--- src/rtl/sata_prim_pkg.sv ---
// Shared SATA link-layer definitions: primitive dwords, primitive codes, CRC and
// scrambler constants, and the combinational decode/CRC helpers.
package sata_prim_pkg;

  localparam int unsigned MaxDwDefault = 2049;

  localparam logic [31:0] CrcInit = 32'h5232_5032;
  localparam logic [31:0] CrcPoly = 32'h04C1_1DB7;

  // x^16 + x^15 + x^13 + x^4 + 1, low 16 taps
  localparam logic [15:0] ScrSeed = 16'hFFFF;
  localparam logic [15:0] ScrPoly = 16'hA011;

  localparam logic [31:0] DwAlign  = 32'h7B4A_4ABC;
  localparam logic [31:0] DwCont   = 32'h9999_AA7C;
  localparam logic [31:0] DwDmat   = 32'h3636_B57C;
  localparam logic [31:0] DwEof    = 32'hD5D5_B57C;
  localparam logic [31:0] DwHold   = 32'hD5D5_AA7C;
  localparam logic [31:0] DwHolda  = 32'h9595_AA7C;
  localparam logic [31:0] DwPmack  = 32'h9595_957C;
  localparam logic [31:0] DwPmnak  = 32'hF5F5_957C;
  localparam logic [31:0] DwPmreqP = 32'h1717_B57C;
  localparam logic [31:0] DwPmreqS = 32'h7575_957C;
  localparam logic [31:0] DwRErr   = 32'h5656_B57C;
  localparam logic [31:0] DwRIp    = 32'h5555_B57C;
  localparam logic [31:0] DwROk    = 32'h3535_B57C;
  localparam logic [31:0] DwRRdy   = 32'h4A4A_957C;
  localparam logic [31:0] DwSof    = 32'h3737_B57C;
  localparam logic [31:0] DwSync   = 32'hB5B5_957C;
  localparam logic [31:0] DwWtrm   = 32'h5858_B57C;
  localparam logic [31:0] DwXRdy   = 32'h5757_B57C;

  typedef enum logic [4:0] {
    PrimNone   = 5'd0,
    PrimSync   = 5'd1,
    PrimXRdy   = 5'd2,
    PrimRRdy   = 5'd3,
    PrimSof    = 5'd4,
    PrimEof    = 5'd5,
    PrimWtrm   = 5'd6,
    PrimHold   = 5'd7,
    PrimHolda  = 5'd8,
    PrimRIp    = 5'd9,
    PrimROk    = 5'd10,
    PrimRErr   = 5'd11,
    PrimDmat   = 5'd12,
    PrimPmreqP = 5'd13,
    PrimPmreqS = 5'd14,
    PrimPmack  = 5'd15,
    PrimPmnak  = 5'd16,
    PrimCont   = 5'd17,
    PrimAlign  = 5'd18
  } prim_e;

  // Full-dword match; PrimNone marks an unknown K dword.
  function automatic prim_e prim_decode(input logic [31:0] dw);
    prim_e code;
    case (dw)
      DwSync:   code = PrimSync;
      DwXRdy:   code = PrimXRdy;
      DwRRdy:   code = PrimRRdy;
      DwSof:    code = PrimSof;
      DwEof:    code = PrimEof;
      DwWtrm:   code = PrimWtrm;
      DwHold:   code = PrimHold;
      DwHolda:  code = PrimHolda;
      DwRIp:    code = PrimRIp;
      DwROk:    code = PrimROk;
      DwRErr:   code = PrimRErr;
      DwDmat:   code = PrimDmat;
      DwPmreqP: code = PrimPmreqP;
      DwPmreqS: code = PrimPmreqS;
      DwPmack:  code = PrimPmack;
      DwPmnak:  code = PrimPmnak;
      DwCont:   code = PrimCont;
      DwAlign:  code = PrimAlign;
      default:  code = PrimNone;
    endcase
    return code;
  endfunction

  // One dword folded MSB-first, no reflection, no final xor.
  function automatic logic [31:0] crc_next(input logic [31:0] crc, input logic [31:0] dw);
    logic [31:0] c;
    c = crc;
    for (int i = 31; i >= 0; i--) begin
      if (c[31] ^ dw[i]) c = {c[30:0], 1'b0} ^ CrcPoly;
      else               c = {c[30:0], 1'b0};
    end
    return c;
  endfunction

endpackage

--- src/rtl/sata_scrambler.sv ---
// SATA frame scrambler: 16-bit LFSR producing one 32-bit mask per advance.
// Shared with the transmit path.
module sata_scrambler
  import sata_prim_pkg::*;
(
  input  logic        clk,
  input  logic        rst_n,
  input  logic        reseed,
  input  logic        advance,
  output logic [31:0] mask
);

  logic [15:0] ctx_q;
  logic [15:0] ctx_step;

  // Galois form: mask bit i is the LFSR MSB before the i-th shift.
  always_comb begin
    ctx_step = ctx_q;
    mask     = '0;
    for (int i = 0; i < 32; i++) begin
      mask[i]  = ctx_step[15];
      ctx_step = {ctx_step[14:0], 1'b0} ^ (ctx_step[15] ? ScrPoly : 16'h0000);
    end
  end

  always_ff @(posedge clk) begin
    if (!rst_n || reseed) begin
      ctx_q <= ScrSeed;
    end else if (advance) begin
      ctx_q <= ctx_step;
    end
  end

endmodule

--- src/rtl/host_link_rx.sv ---
// Host SATA link receive front end: primitive decode, ALIGN/CONT handling,
// frame descrambling, CRC check and one-dword holdback so the CRC is never delivered.
module host_link_rx
  import sata_prim_pkg::*;
#(
  parameter int unsigned MAX_DW = MaxDwDefault
) (
  input  logic        clk,
  input  logic        rst_n,
  input  logic        link_up,
  input  logic [31:0] rx_data,
  input  logic        rx_charisk,
  output logic [4:0]  prim,
  output logic        prim_valid,
  output logic        prim_illegal,
  output logic [31:0] fr_data,
  output logic        fr_valid,
  output logic        fr_sof,
  output logic        fr_end,
  output logic        fr_crc_ok,
  output logic        fr_err
);

  localparam int unsigned CntW = $clog2(MAX_DW + 3);

  typedef enum logic {StIdle, StFrame} state_e;

  state_e          state;
  prim_e           prim_q;
  logic            cont_act;
  logic            hold_v;
  logic            sof_pend;
  logic [31:0]     hold;
  logic [31:0]     crc;
  logic [CntW-1:0] count;

  prim_e       code;
  logic        is_sof;
  logic        is_data;
  logic        overflow;
  logic [31:0] mask;
  logic [31:0] desc;
  logic [31:0] crc_upd;

  assign code     = prim_decode(rx_data);
  assign is_sof   = link_up && rx_charisk && (code == PrimSof);
  assign is_data  = link_up && !rx_charisk && !cont_act && (state == StFrame);
  // Count includes the CRC dword, so MAX_DW + 1 dwords are legal.
  assign overflow = (count == CntW'(MAX_DW + 1));
  assign desc     = rx_data ^ mask;
  assign crc_upd  = crc_next(crc, desc);
  assign prim     = prim_q;

  sata_scrambler u_scrambler (
    .clk     (clk),
    .rst_n   (rst_n),
    .reseed  (is_sof),
    .advance (is_data && !overflow),
    .mask    (mask)
  );

  always_ff @(posedge clk) begin
    if (!rst_n) begin
      state        <= StIdle;
      prim_q       <= PrimNone;
      prim_valid   <= 1'b0;
      prim_illegal <= 1'b0;
      fr_data      <= '0;
      fr_valid     <= 1'b0;
      fr_sof       <= 1'b0;
      fr_end       <= 1'b0;
      fr_crc_ok    <= 1'b0;
      fr_err       <= 1'b0;
      cont_act     <= 1'b0;
      hold_v       <= 1'b0;
      sof_pend     <= 1'b0;
      hold         <= '0;
      crc          <= CrcInit;
      count        <= '0;
    end else begin
      prim_valid   <= 1'b0;
      prim_illegal <= 1'b0;
      fr_valid     <= 1'b0;
      fr_sof       <= 1'b0;
      fr_end       <= 1'b0;
      fr_crc_ok    <= 1'b0;
      fr_err       <= 1'b0;

      if (!link_up) begin
        // Only the abort of an open frame is signalled while the link is down.
        if (state == StFrame) begin
          fr_end <= 1'b1;
          fr_err <= 1'b1;
        end
        state    <= StIdle;
        cont_act <= 1'b0;
        hold_v   <= 1'b0;
      end else if (rx_charisk) begin
        if (code == PrimNone) begin
          prim_illegal <= 1'b1;
        end else if (code == PrimCont) begin
          cont_act <= 1'b1;
        end else if (code != PrimAlign) begin
          cont_act   <= 1'b0;
          prim_q     <= code;
          prim_valid <= 1'b1;
          if (code == PrimSof) begin
            if (state == StFrame) begin
              fr_end <= 1'b1;
              fr_err <= 1'b1;
            end
            state    <= StFrame;
            crc      <= CrcInit;
            count    <= '0;
            hold     <= '0;
            hold_v   <= 1'b0;
            sof_pend <= 1'b1;
          end else if (code == PrimEof && state == StFrame) begin
            // The held dword is the CRC and is dropped here.
            fr_end    <= 1'b1;
            fr_crc_ok <= (crc == '0);
            state     <= StIdle;
            hold_v    <= 1'b0;
          end
        end
      end else if (is_data) begin
        if (overflow) begin
          fr_end <= 1'b1;
          fr_err <= 1'b1;
          state  <= StIdle;
          hold_v <= 1'b0;
        end else begin
          crc    <= crc_upd;
          count  <= count + CntW'(1);
          hold   <= desc;
          hold_v <= 1'b1;
          if (hold_v) begin
            fr_data  <= hold;
            fr_valid <= 1'b1;
            fr_sof   <= sof_pend;
            sof_pend <= 1'b0;
          end
        end
      end
    end
  end

endmodule
--- config.mk ---
export PLATFORM = sky130hd
export DESIGN_NAME = host_link_rx
export DESIGN_NICKNAME = d
export VERILOG_FILES = /design/src/rtl/sata_prim_pkg.sv /design/src/rtl/sata_scrambler.sv /design/src/rtl/host_link_rx.sv
export SDC_FILE = /design/constraint.sdc
export NUM_CORES = 1
export LEC_CHECK = 0
export CORE_MARGIN = 1.5
export CORE_UTILIZATION = 55
export DETAILED_ROUTE_END_ITERATION = 10
export HOLD_SLACK_MARGIN = 0.08
export PLACE_DENSITY = 0.81
export RECOVER_POWER = 25
export SYNTH_ARGS = -nofsm -noshare
export SYNTH_HDL_FRONTEND = slang
export SYNTH_SLANG_ARGS = --single-unit
--- constraint.sdc ---
create_clock -name clk -period 5.1 [get_ports clk]
set_input_delay 1.02 -clock clk [delete_from_list [all_inputs] [get_ports clk]]
set_output_delay 1.02 -clock clk [all_outputs]
set_load 0.03 [all_outputs]
==> flow_summary.toml <==
[status]
status = "finished with violations"
violations = "setup timing"

[die]
core_area_mm2 = 0.0220
row_count = 54
start_util_pct = 56.5
die_x_um = 153
pin_count = 80
die_y_um = 153
die_area_mm2 = 0.0236

[timing]
max_slew.worst_pin.slew_ns = 1.21
rsz0062_at_grt = "true"
setup_tns_ns = -0.445
period_minus_slack_ns = 5.20
setup_slack_ns = -0.105
max_freq_mhz = 192
finalCritPeriodShare_pct = 102
fin_skew_ns = 0.0121
whs_ns = 0.460
hold_viol = 0
slew_headroom_pct = 18.8
finalSetupViolations = 13
drv_slew = 0

[global_routing]
grt_max_degree = 86
gr-total-overflow = 0
antenna_found_initial = 0
grt_pass1_vias = 10300
grt_first_pass_wirelength_um = 59500
grt.total_usage_pct = 33.6

[setup_path]
crit_chain = "xor3_2, xor2_2, xor3_2, buf_6, xor3_2, xor3_2, xnor2_4, buf_12, xor2_4, buf_6, xnor3_1, xnor3_2, buf_12, xor2_4, xnor2_2, xnor3_1, xnor2_1, a21oi_1"
cpPeakStageDelay_ns = 0.50
crit_slowest_cell = "xor3_2"
worst_setup_path_end_kind = "flip-flop"
cp.required_ns = 5.41
critPathKind = "flip-flop to flip-flop"
critical_path.max_fanout = 4
arrival_ns = 5.51
crit_path_start_kind = "flip-flop"
cp_common_cell = "xor3_2"

[detailed_routing]
firstDrtPassIters = 5
num_vias = 10600
post_drt_wl_per_cell_um = 22.8
drc = 0
drtIter0Drc = 1090
ant_nets = 0
vias_per_cell = 5.73
wirelength_um = 42400

[finish]
synthToLayoutAreaGrowth_pct = 37.9
diodes = 0
layout-drive-gt1-share_pct = 32.6
fillers = 1316
fin_nets = 1603
fin_cells = 1858

[yosys]
synth_edf_count = 0
syn_area_per_cell_um2 = 10.2
synthFlopType = "dfxtp_1"
synth_top_area_cell = "dfxtp_1"
yosysSeqAreaShare_pct = 22.5
ys.warnings.count = 0
synth.net_count = 1260
synth_cells = 1222
synth_area_leaders = "dfxtp_1 23%, xnor2_1 18%, xnor3_1 16%"
async_flop_share_pct = 0
synth_common_cells = "261 x xnor2_1, 152 x nand2_1, 140 x dfxtp_1"
netlist_area_mm2 = 0.0125
yosysMostFrequentCell = "xnor2_1"
ys_types = 51
ys_ff_latch = 140
synth_top_area_share_pct = 22.5

[clock_tree]
cts_root_buf = "clkbuf_16"
cts.sinks = 140
numCtsBuffers = 17
cts_tree = "yes"
clkSlewWorstSetupHoldPaths_ns = 0.07
cts_max_path_buffers = 2
ctsHtreeMaxLevel = 4
ctsHoldBuffers = 0
clock_latency_ns = 0.43

[place]
dp_cells = 1771
preCtsSetupSlack_ns = -0.408
gp_congestion = 0.986
dp_hpwl_um = 30700
io_buffers = 79

[pwr]
powerDensity_mw_per_mm2 = 707
leakage_nw = 7.69
peakVddDrop_mv = 1.94

[job]
drv_cap = 0

[hold_path]
hold_path_class = "flip-flop to flip-flop"
## flip-flops by register name, indices dropped and copies added, names as in the netlist
register / flops
fr_valid: 1
prim_illegal: 1
fr_data: 32
u_scrambler.ctx_q: 16
crc: 32
state: 1
prim_valid: 1
hold: 32
sof_pend: 1
fr_crc_ok: 1
prim: 5
fr_err: 1
count: 12
fr_sof: 1
fr_end: 1
hold_v: 1
cont_act: 1
## metrics by stage
stage | area [um^2] | power, mW | util, %
after floorplan | 12600 | 6.93 | -
after global placement | 15500 | 9.15 | 70.3
after detailed placement | 15500 | 9.35 | 70.3
after CTS | 16200 | 10.7 | 73.7
after global routing | 17200 | 12.6 | 78.0
final | 17200 | 12.2 | 78.0
## logic make-up (layout without fill, tap and decap cells)
family / count (synthesis) / after routing / share of synthesized area [%]
xor+xnor: 523 / 523 / 53.9
simple gates: 336 / 336 / 13.0
compound gates: 147 / 147 / 7.65
flops: 140 / 140 / 22.5
buf+inv: 71 / 427 / 2.54
mux: 3 / 3 / 0.241
fa+ha+maj: 2 / 2 / 0.201
## worst paths after layout
check                                           from         end  slack (ns)  depth (start not counted)
worst min register to register            fr_data[2]  fr_data[2]        0.46                          2
worst max-delay path            u_scrambler.ctx_q[1]     crc[15]       -0.10                         18
worst max register to register  u_scrambler.ctx_q[1]     crc[15]       -0.10                         18
worst min-delay path                      fr_data[2]  fr_data[2]        0.46                          2
## what timing repair did
item	CTS	global route
gates resized for setup	25	108
buffers inserted	8	47
setup endpoints to repair	26	30
pin swaps	6	54
## final cells by class
class | count | area [um^2] | area share (%)
Clock buffer | 18 | 439 | 2.56
Sequential cell | 140 | 2830 | 16.5
Timing Repair Buffer | 389 | 3280 | 19.1
Tap cell | 280 | 350 | 2.04
Multi-Input combinational cell | 1011 | 10100 | 59.0
Clock inverter | 14 | 123 | 0.714
Inverter | 6 | 22.5 | 0.131
## worst max-delay path, delay by kind of cell (launching register included)
family / cells / cell delay, ns
flip-flops: 1 / 0.33
buffers and inverters: 4 / 0.59
XOR/XNOR: 13 / 4.07
AO/OA/AOI/OAI: 1 / 0.09
## power by group
part           switching [mW]  total (mW)  internal, mW  leakage [nW]
sequential          0.0000688        1.09          1.09          1.13
clock                   0.544        1.20         0.653         0.270
combinational            4.46        9.87          5.41          6.30
## placed cells by master (no fill, tap or decap), types with 5 or more instances in the layout
cell / synthesis / routed
and3_1: 5 / 5
a21boi_0: 38 / 37
and2_1: 8 / 8
buf_12: 0 / 8
inv_6: 0 / 6
a21oi_1: 41 / 39
nor3_1: 23 / 23
xnor2_1: 261 / 219
dfxtp_4: 0 / 6
dlygate4sd3_1: 0 / 42
xnor2_4: 10 / 24
nor2b_1: 40 / 39
dfxtp_2: 0 / 5
xnor2_2: 17 / 45
dfxtp_1: 140 / 129
xnor3_1: 88 / 58
xor3_1: 20 / 10
nand3_1: 14 / 14
xnor3_2: 11 / 41
xor2_2: 8 / 21
nor4_1: 16 / 16
xor2_4: 4 / 12
or3_1: 11 / 11
nor2_1: 39 / 39
xor2_1: 104 / 83
o21ai_0: 17 / 17
buf_6: 4 / 12
a22oi_1: 20 / 20
inv_1: 5 / 5
clkbuf_16: 0 / 17
nand4_1: 9 / 9
o211ai_1: 17 / 17
clkdlybuf4s50_1: 0 / 32
xor3_2: 0 / 10
buf_4: 3 / 288
nand2_1: 152 / 152
## metal layers
| layer | global-route usage (%) | wire [um] |
|---|---|---|
| met4 | 17.0 | 2750 |
| met1 | 41.3 | 16000 |
| met5 | 0 | 0 |
| met2 | 56.7 | 20300 |
| met3 | 5.95 | 3280 |
Note: power is estimated with default switching activity, not from simulation.
